<file path="src/rtl/input_sync_debounce.sv">
// Purpose : per-channel synchroniser + stability filter + registered rise/fall pulses
// Latency : STAGES+DEBOUNCE edges with the filter built in, STAGES+1 edges without it
// Backpress: none; free-running level path, every output is a flop
//
// Ports:
//    clk    - single clock, all state updates on its rising edge
//    reset  - asynchronous, active-high; clears all state immediately
//    in     - raw asynchronous inputs, WIDTH channels
//    out    - synchronised, filtered level per channel
//    rise   - one-cycle pulse when out[i] goes 0->1
//    fall   - one-cycle pulse when out[i] goes 1->0
//
// Build option: define SYNC_DEBOUNCE_EN to compile in the stability filter.
// Without it out[i] follows the synchroniser output every cycle and DEBOUNCE
// has no effect (same behaviour as DEBOUNCE=1 with the filter built in).

module input_sync_debounce #(
   parameter int               WIDTH     = 1,
   parameter int               STAGES    = 2,
   parameter int               DEBOUNCE  = 4,
   parameter logic [WIDTH-1:0] RESET_VAL = '0
) (
   input  logic             clk,
   input  logic             reset,
   input  logic [WIDTH-1:0] in,
   output logic [WIDTH-1:0] out,
   output logic [WIDTH-1:0] rise,
   output logic [WIDTH-1:0] fall
);

   // Elaboration-time parameter sanity checks.
   if (WIDTH < 1) begin : g_bad_width
      $error("input_sync_debounce: WIDTH must be >= 1");
   end
   if (STAGES < 2) begin : g_bad_stages
      $error("input_sync_debounce: STAGES must be >= 2");
   end
   if (DEBOUNCE < 1) begin : g_bad_debounce
      $error("input_sync_debounce: DEBOUNCE must be >= 1");
   end

   // ------------------------------------------------------------------
   // Synchroniser chain: stage 0 captures the raw input, the last stage
   // is the metastability-safe level fed to the filter.
   // ------------------------------------------------------------------
   logic [STAGES-1:0][WIDTH-1:0] sync_q;
   logic [STAGES-1:0][WIDTH-1:0] sync_d;
   logic [WIDTH-1:0]             s;

   always_comb begin
      sync_d    = sync_q;
      sync_d[0] = in;
      for (int k = 1; k < STAGES; k++) begin
         sync_d[k] = sync_q[k-1];
      end
   end

   assign s = sync_q[STAGES-1];

   // ------------------------------------------------------------------
   // Filtered level and registered edge pulses.
   // ------------------------------------------------------------------
   logic [WIDTH-1:0] out_q;
   logic [WIDTH-1:0] out_d;
   logic [WIDTH-1:0] rise_q;
   logic [WIDTH-1:0] rise_d;
   logic [WIDTH-1:0] fall_q;
   logic [WIDTH-1:0] fall_d;

`ifdef SYNC_DEBOUNCE_EN
   localparam int            CW      = $clog2(DEBOUNCE + 1);
   localparam logic [CW-1:0] CNT_MAX = CW'(DEBOUNCE - 1);

   logic [WIDTH-1:0][CW-1:0] cnt_q;
   logic [WIDTH-1:0][CW-1:0] cnt_d;

   // cnt[i] counts consecutive cycles s[i] has disagreed with out[i].
   // Any agreement wipes the count, so a partial run is never kept.
   // The accept branch uses >= so the count can never run past CNT_MAX.
   always_comb begin
      out_d = out_q;
      cnt_d = cnt_q;
      for (int i = 0; i < WIDTH; i++) begin
         if (s[i] == out_q[i]) begin
            cnt_d[i] = '0;
         end else if (cnt_q[i] >= CNT_MAX) begin
            out_d[i] = s[i];
            cnt_d[i] = '0;
         end else begin
            cnt_d[i] = cnt_q[i] + 1'b1;
         end
      end
   end
`else
   always_comb begin
      out_d = s;
   end
`endif

   // Pulses are computed from the next level so they line up with the
   // cycle in which out changes.
   always_comb begin
      rise_d = out_d & ~out_q;
      fall_d = ~out_d & out_q;
   end

   // ------------------------------------------------------------------
   // State registers. Reset loads RESET_VAL everywhere in the level path,
   // so neither assertion nor release of reset creates an edge pulse.
   // ------------------------------------------------------------------
   always_ff @(posedge clk or posedge reset) begin
      if (reset) begin
         sync_q <= {STAGES{RESET_VAL}};
         out_q  <= RESET_VAL;
         rise_q <= '0;
         fall_q <= '0;
      end else begin
         sync_q <= sync_d;
         out_q  <= out_d;
         rise_q <= rise_d;
         fall_q <= fall_d;
      end
   end

`ifdef SYNC_DEBOUNCE_EN
   always_ff @(posedge clk or posedge reset) begin
      if (reset) begin
         cnt_q <= '0;
      end else begin
         cnt_q <= cnt_d;
      end
   end
`endif

   assign out  = out_q;
   assign rise = rise_q;
   assign fall = fall_q;

endmodule

</file>
<file path="config.mk">
export PLATFORM = sky130hd
export DESIGN_NAME = input_sync_debounce
export DESIGN_NICKNAME = d
export VERILOG_FILES = /design/src/rtl/input_sync_debounce.sv
export SDC_FILE = /design/constraint.sdc
export NUM_CORES = 1
export LEC_CHECK = 0
export CORE_AREA = 2 2 39 41
export DETAILED_ROUTE_END_ITERATION = 7
export DIE_AREA = 0 0 41 43
export PLACE_DENSITY = 0.3
export SLEW_MARGIN = 40
export SYNTH_ARGS = -nofsm -noshare
export SYNTH_HDL_FRONTEND = slang
export SYNTH_SLANG_ARGS = --single-unit
</file>
<file path="constraint.sdc">
create_clock -name clk -period 0.8 [get_ports clk]
set_input_delay 0.2 -clock clk [delete_from_list [all_inputs] [get_ports clk]]
set_output_delay 0.2 -clock clk [all_outputs]
set_load 0.02 [all_outputs]
</file>
==> results.sh, run 1 <==
export IMPL_routed_wirelength_um=183
export IMPL_skew_ns=0.00234
export IMPL_layout_drive_gt1_share_pct=44.4
export IMPL_yosys_top_cells_area="dfrtp_1, and2b_2, nor2b_1"
export IMPL_finish_net_count=22
export IMPL_cts_htree_levels=1
export IMPL_synth_top_cell_by_area="dfrtp_1"
export IMPL_ir_drop_uv=1020
export IMPL_ant_nets=0
export IMPL_rsz0062_at_grt="true"
export IMPL_arrival_ns=0.74
export IMPL_path_buf_inv=1
export IMPL_diodes=0
export IMPL_rr_startpoint="out"
export IMPL_grt_total_usage_pct=3.23
export IMPL_drc=0
export IMPL_cts_tree="done"
export IMPL_drtPass1Iterations=2
export IMPL_seq_area_um2=125
export IMPL_synth_top_area_share_pct=87.0
export IMPL_clkSlewWorstSetupHoldPaths_ns=0.04
export IMPL_dieHeight_um=43
export IMPL_antenna_found_initial=0
export IMPL_yosys_register_bits=5
export IMPL_p_total_mw=0.601
export IMPL_worst_r2r_setup_slack_ns=0
export IMPL_p_leak_nw=0.119
export IMPL_fill_cells=148
export IMPL_violations="setup timing"
export IMPL_vias=88
export IMPL_cts_buffers_inserted=3
export IMPL_start_kind="register"
export IMPL_hold_viol=0
export IMPL_multi_input_area_um2=15.0
export IMPL_r2r_end="fall"
export IMPL_fin_ws_ns=-0.144
export IMPL_dieWidth_um=41
export IMPL_maxCapViolCount=0
export IMPL_fmax_ghz=1.06
export IMPL_rr_worst_depth=2
export IMPL_place_gp_congestion=0.496
export IMPL_synth_common_cells="dfrtp_1, and2b_2, inv_1, nor2b_1"
export IMPL_cts_num_sinks=5
export IMPL_grt_pass1_vias=85
export IMPL_fin_cells=34
export IMPL_synth_ff_type="dfrtp_1"
export IMPL_cts_root_buf="clkbuf_4"
export IMPL_worstSetupEndpointType="output pin"
export IMPL_ys_types=4
export IMPL_syn_nets=11
export IMPL_netlist_area_um2=144
export IMPL_grt_pass1_wl_um=317
export IMPL_seq_area_frac_synth_pct=87.0
export IMPL_syn_inst=8
export IMPL_worstPathCellList="buf_6"
export IMPL_grt_start_max_net_pins=6
export IMPL_clockBufferDepth=2
export IMPL_area_delta_synth_final_pct=74.8
export IMPL_overflow=0
export IMPL_start_util_pct=10.4
export IMPL_yosysWarnings=0
export IMPL_clk_latency_ns=0.23
export IMPL_slew_limit_headroom_pct=88.4
export IMPL_cp_depth=1
export IMPL_synth_most_common_cell="dfrtp_1"
export IMPL_cp_max_fo=2
export IMPL_dieArea_mm2=0.00176
export IMPL_min_path_type="in2async"
export IMPL_critPathSlowestCell="dfrtp_1"
export IMPL_setup_violations=4
export IMPL_drtIter0Drc=1
export IMPL_crit_type="reg2out"
export IMPL_crit_path_max_incr_delay_ns=0.38
export IMPL_worst_pin_slew_ns=0.174
export IMPL_status="finished with violations"
export IMPL_rows=14
export IMPL_crit_required_ns=0.60
export IMPL_async_flop_share_pct=100
export IMPL_wire_per_inst_um=5.38
export IMPL_p_per_area_mw_per_mm2=2390
export IMPL_core_mm2=0.00138
export IMPL_pre_cts_ws_ns=-0.317
export IMPL_cts_hold_buffers_added=0
export IMPL_portBuffers=5
export IMPL_finalCriticalPeriod_ns=0.944
export IMPL_num_io_pins=6
export IMPL_whs_ns=0.152
export IMPL_post_drt_via_cell_ratio=2.59
export IMPL_dp_cells=30
export IMPL_synth_edf_count=0
export IMPL_drv_slew=0
export IMPL_period_share_pct=118
export IMPL_syn_area_per_cell_um2=18.0
export IMPL_crit_family="flip-flops"
cell families after synthesis:
group / after synthesis / share of synthesized area (%)
flops: 5 / 87.0
simple gates: 2 / 10.4
buf+inv: 1 / 2.61
cells in the final DEF (no fill, tap or decap):
master,n
buf_6,3
and2b_2,1
clkdlybuf4s50_1,2
nor2b_1,1
dfrtp_1,5
clkbuf_4,3
buf_4,1
inv_1,1
clkbuf_1,1
layer usage:
layer | vias up | share of wire, % | GRT usage [%]
met5 | - | 0 | 0
li1 | 44 | - | -
met2 | 8 | 34 | 3.44
met1 | 36 | 45 | 2.95
met3 | 0 | 21 | 6.28
met4 | 0 | 0 | 0
power breakdown:
group | internal [mW] | switching, mW
sequential | 0.267 | 0.00583
clock | 0.188 | 0.0909
combinational | 0.0295 | 0.0203
total | 0.484 | 0.117
final cells by class:
class	instances	share of cell area, %
Timing Repair Buffer	6	24.4
Multi-Input combinational cell	2	5.97
Inverter	1	1.49
Clock buffer	4	10.4
Sequential cell	5	49.8
Tap cell	16	7.96
worst max-delay path by stage:
stage	from	to	slack, ns
floorplan	out	fall	0.03
global placement	out	out	-0.32
detailed placement	out	out	-0.32
CTS	out	out	-0.16
global route	out	out	-0.17
finish	out	out	-0.14
stage by stage:
step                      util (%)  TNS, ns  instance area [µm²]
after floorplan                  -        0                  144
after global placement        16.0   -0.901                  221
after detailed placement      16.0   -0.905                  221
after CTS                     18.2   -0.442                  251
after global routing          18.2   -0.507                  251
final                         18.2   -0.403                  251
state kept, by name (all words and copies together), names as in the netlist:
name	cells
out	1
rise	1
fall	1
out_d	1
sync_d	1
timing repair:
item / 4_1_cts / 5_1_grt
setup endpoints to repair: 3 / 4
buffers inserted: 0 / 0
gates resized for setup: 18 / 0
pin swaps: 0 / 0
Note: power is estimated with default switching activity, not from simulation.
==> run 2, diff against run 1 <==
--- a/config.mk
+++ b/config.mk
@@ -6,6 +6,7 @@
 export NUM_CORES = 1
 export LEC_CHECK = 0
 export CORE_AREA = 2 2 39 41
+export CTS_BUF_LIST = sky130_fd_sc_hd__clkbuf_4 sky130_fd_sc_hd__clkbuf_8 sky130_fd_sc_hd__clkbuf_16
 export DETAILED_ROUTE_END_ITERATION = 7
 export DIE_AREA = 0 0 41 43
 export PLACE_DENSITY = 0.3
==> run 2 against run 1 <==
Net effect:
- the flow still finishes with violations (setup timing)
- clock power grew 14%
- utilization up 0.27 points
- sequential cell count unchanged
- design area up 1.5%
- first-iteration DRC count grew to 4.0 times the previous value
- routed wire length grew 6.0%
- worst hold slack got worse by 0.0028 ns
- sequential power about the same
- clock skew is 0.00060 ns lower
- highest routed layer unchanged
==> results.sh, run 2 (same netlist as run 1, synthesis figures left out) <==
export IMPL_status="finished with violations"
export IMPL_violations="setup timing"
export IMPL_dieHeight_um=43
export IMPL_final_cell_mix="dfrtp_1, clkbuf_4, buf_6"
export IMPL_grt_pass1_wl_um=331
export IMPL_place_gp_congestion=0.496
export IMPL_antenna_found_initial=0
export IMPL_setup_violations=4
export IMPL_whs_ns=0.150
export IMPL_fin_ws_ns=-0.147
export IMPL_cts_hold_buffers_added=0
export IMPL_dp_cells=30
export IMPL_grt_pass1_vias=91
export IMPL_vias=87
export IMPL_ant_nets=0
export IMPL_r2r_end="fall"
export IMPL_overflow=0
export IMPL_area_delta_synth_final_pct=77.4
export IMPL_crit_family="flip-flops"
export IMPL_grt_start_max_net_pins=6
export IMPL_fmax_ghz=1.06
export IMPL_dieArea_mm2=0.00176
export IMPL_p_total_mw=0.640
export IMPL_arrival_ns=0.75
export IMPL_worst_pin_slew_ns=0.174
export IMPL_rsz0062_at_grt="true"
export IMPL_hold_viol=0
export IMPL_diodes=0
export IMPL_rr_startpoint="out"
export IMPL_clkPwrFrac_pct=49.6
export IMPL_finish_net_count=22
export IMPL_period_share_pct=118
export IMPL_drtPass1Iterations=2
export IMPL_power_switching_mw=0.122
export IMPL_worstPathCellList="buf_6"
export IMPL_crit_path_max_incr_delay_ns=0.38
export IMPL_slew_limit_headroom_pct=88.4
export IMPL_fin_cells=34
export IMPL_clkSlewWorstSetupHoldPaths_ns=0.04
export IMPL_routed_wirelength_um=194
export IMPL_critPathSlowestCell="dfrtp_1"
export IMPL_drv_slew=0
export IMPL_drc=0
export IMPL_start_util_pct=10.4
export IMPL_p_leak_nw=0.123
export IMPL_grt_total_usage_pct=3.54
export IMPL_finalCriticalPeriod_ns=0.947
export IMPL_crit_start="out"
export IMPL_skew_ns=0.00173
export IMPL_layout_drive_gt1_share_pct=50.0
export IMPL_crit_required_ns=0.60
export IMPL_core_mm2=0.00138
export IMPL_start_kind="register"
export IMPL_cts_root_buf="clkbuf_4"
export IMPL_post_drt_via_cell_ratio=2.56
export IMPL_cts_num_sinks=5
export IMPL_clk_latency_ns=0.24
export IMPL_p_int_mw=0.518
export IMPL_ir_drop_uv=1180
export IMPL_p_sw_share_pct=19.0
export IMPL_rr_worst_depth=2
export IMPL_fill_cells=148
export IMPL_cp_max_fo=2
export IMPL_worst_r2r_setup_slack_ns=0
export IMPL_maxCapViolCount=0
export IMPL_cts_htree_levels=1
export IMPL_portBuffers=5
export IMPL_layout_commonest_cell="dfrtp_1"
export IMPL_path_buf_inv=1
export IMPL_fin_tns_setup_ns=-0.411
export IMPL_drtIter0Drc=4
export IMPL_num_io_pins=6
export IMPL_worstSetupEndpointType="output pin"
export IMPL_p_per_area_mw_per_mm2=2510
export IMPL_cts_tree="done"
export IMPL_clockBufferDepth=2
export IMPL_min_path_type="in2async"
export IMPL_wire_per_inst_um=5.71
export IMPL_cts_buffers_inserted=3
export IMPL_dieWidth_um=41
export IMPL_rows=14
export IMPL_crit_type="reg2out"
export IMPL_share_comb_of_total_power_pct=7.8
export IMPL_pwr_share_seq_pct=42.6
run 2: cell types whose count changed in the layout (fill, tap and decap cells not counted):
cell	change
clkbuf_4	+1
clkbuf_1	-1
run 2: worst max-delay path by stage:
stage                     endpoint  cells past startpoint
after floorplan               fall                      1
after global placement         out                      1
after detailed placement       out                      1
after CTS                      out                      1
after global routing           out                      1
final                          out                      1
run 2: power by group through the flow:
stage	sequential, mW	combinational, mW	clock (mW)
2_1_floorplan	0.285	0.00834	0
3_3_place_gp	0.274	0.0487	0
3_5_place_dp	0.275	0.0491	0
4_1_cts	0.273	0.0506	0.334
5_1_grt	0.274	0.0549	0.356
6_report	0.273	0.0498	0.317
run 2: timing repair:
action                     4_1_cts  5_1_grt
resized for setup               18        0
buffers inserted                 0        0
gates cloned                     0        0
setup endpoints to repair        3        4
run 2: cell type report:
cell class                      count  area [µm²]  area share [%]
Tap cell                           16        20.0            7.84
Clock buffer                        4        30.0            11.8
Inverter                            1        3.75            1.47
Multi-Input combinational cell      2        15.0            5.88
Timing Repair Buffer                6        61.3            24.0
Sequential cell                     5         125            49.0
run 2: layer usage:
layer	global-route usage [%]	vias to the layer above	wire length, µm	share of wire (%)
met4	2.00	0	0	0
met3	6.28	0	36	19
met2	3.44	8	67	35
met5	0	-	0	0
li1	-	43	-	-
met1	2.95	36	90	46
run 2: through the flow:
step                      setup WS, ns  util (%)  instance area, µm²
after global routing            -0.178      18.4                 255
after floorplan                 0.0299         -                 144
after global placement          -0.317      16.0                 221
final                           -0.147      18.4                 255
after detailed placement        -0.317      16.0                 221
after CTS                       -0.160      18.4                 255
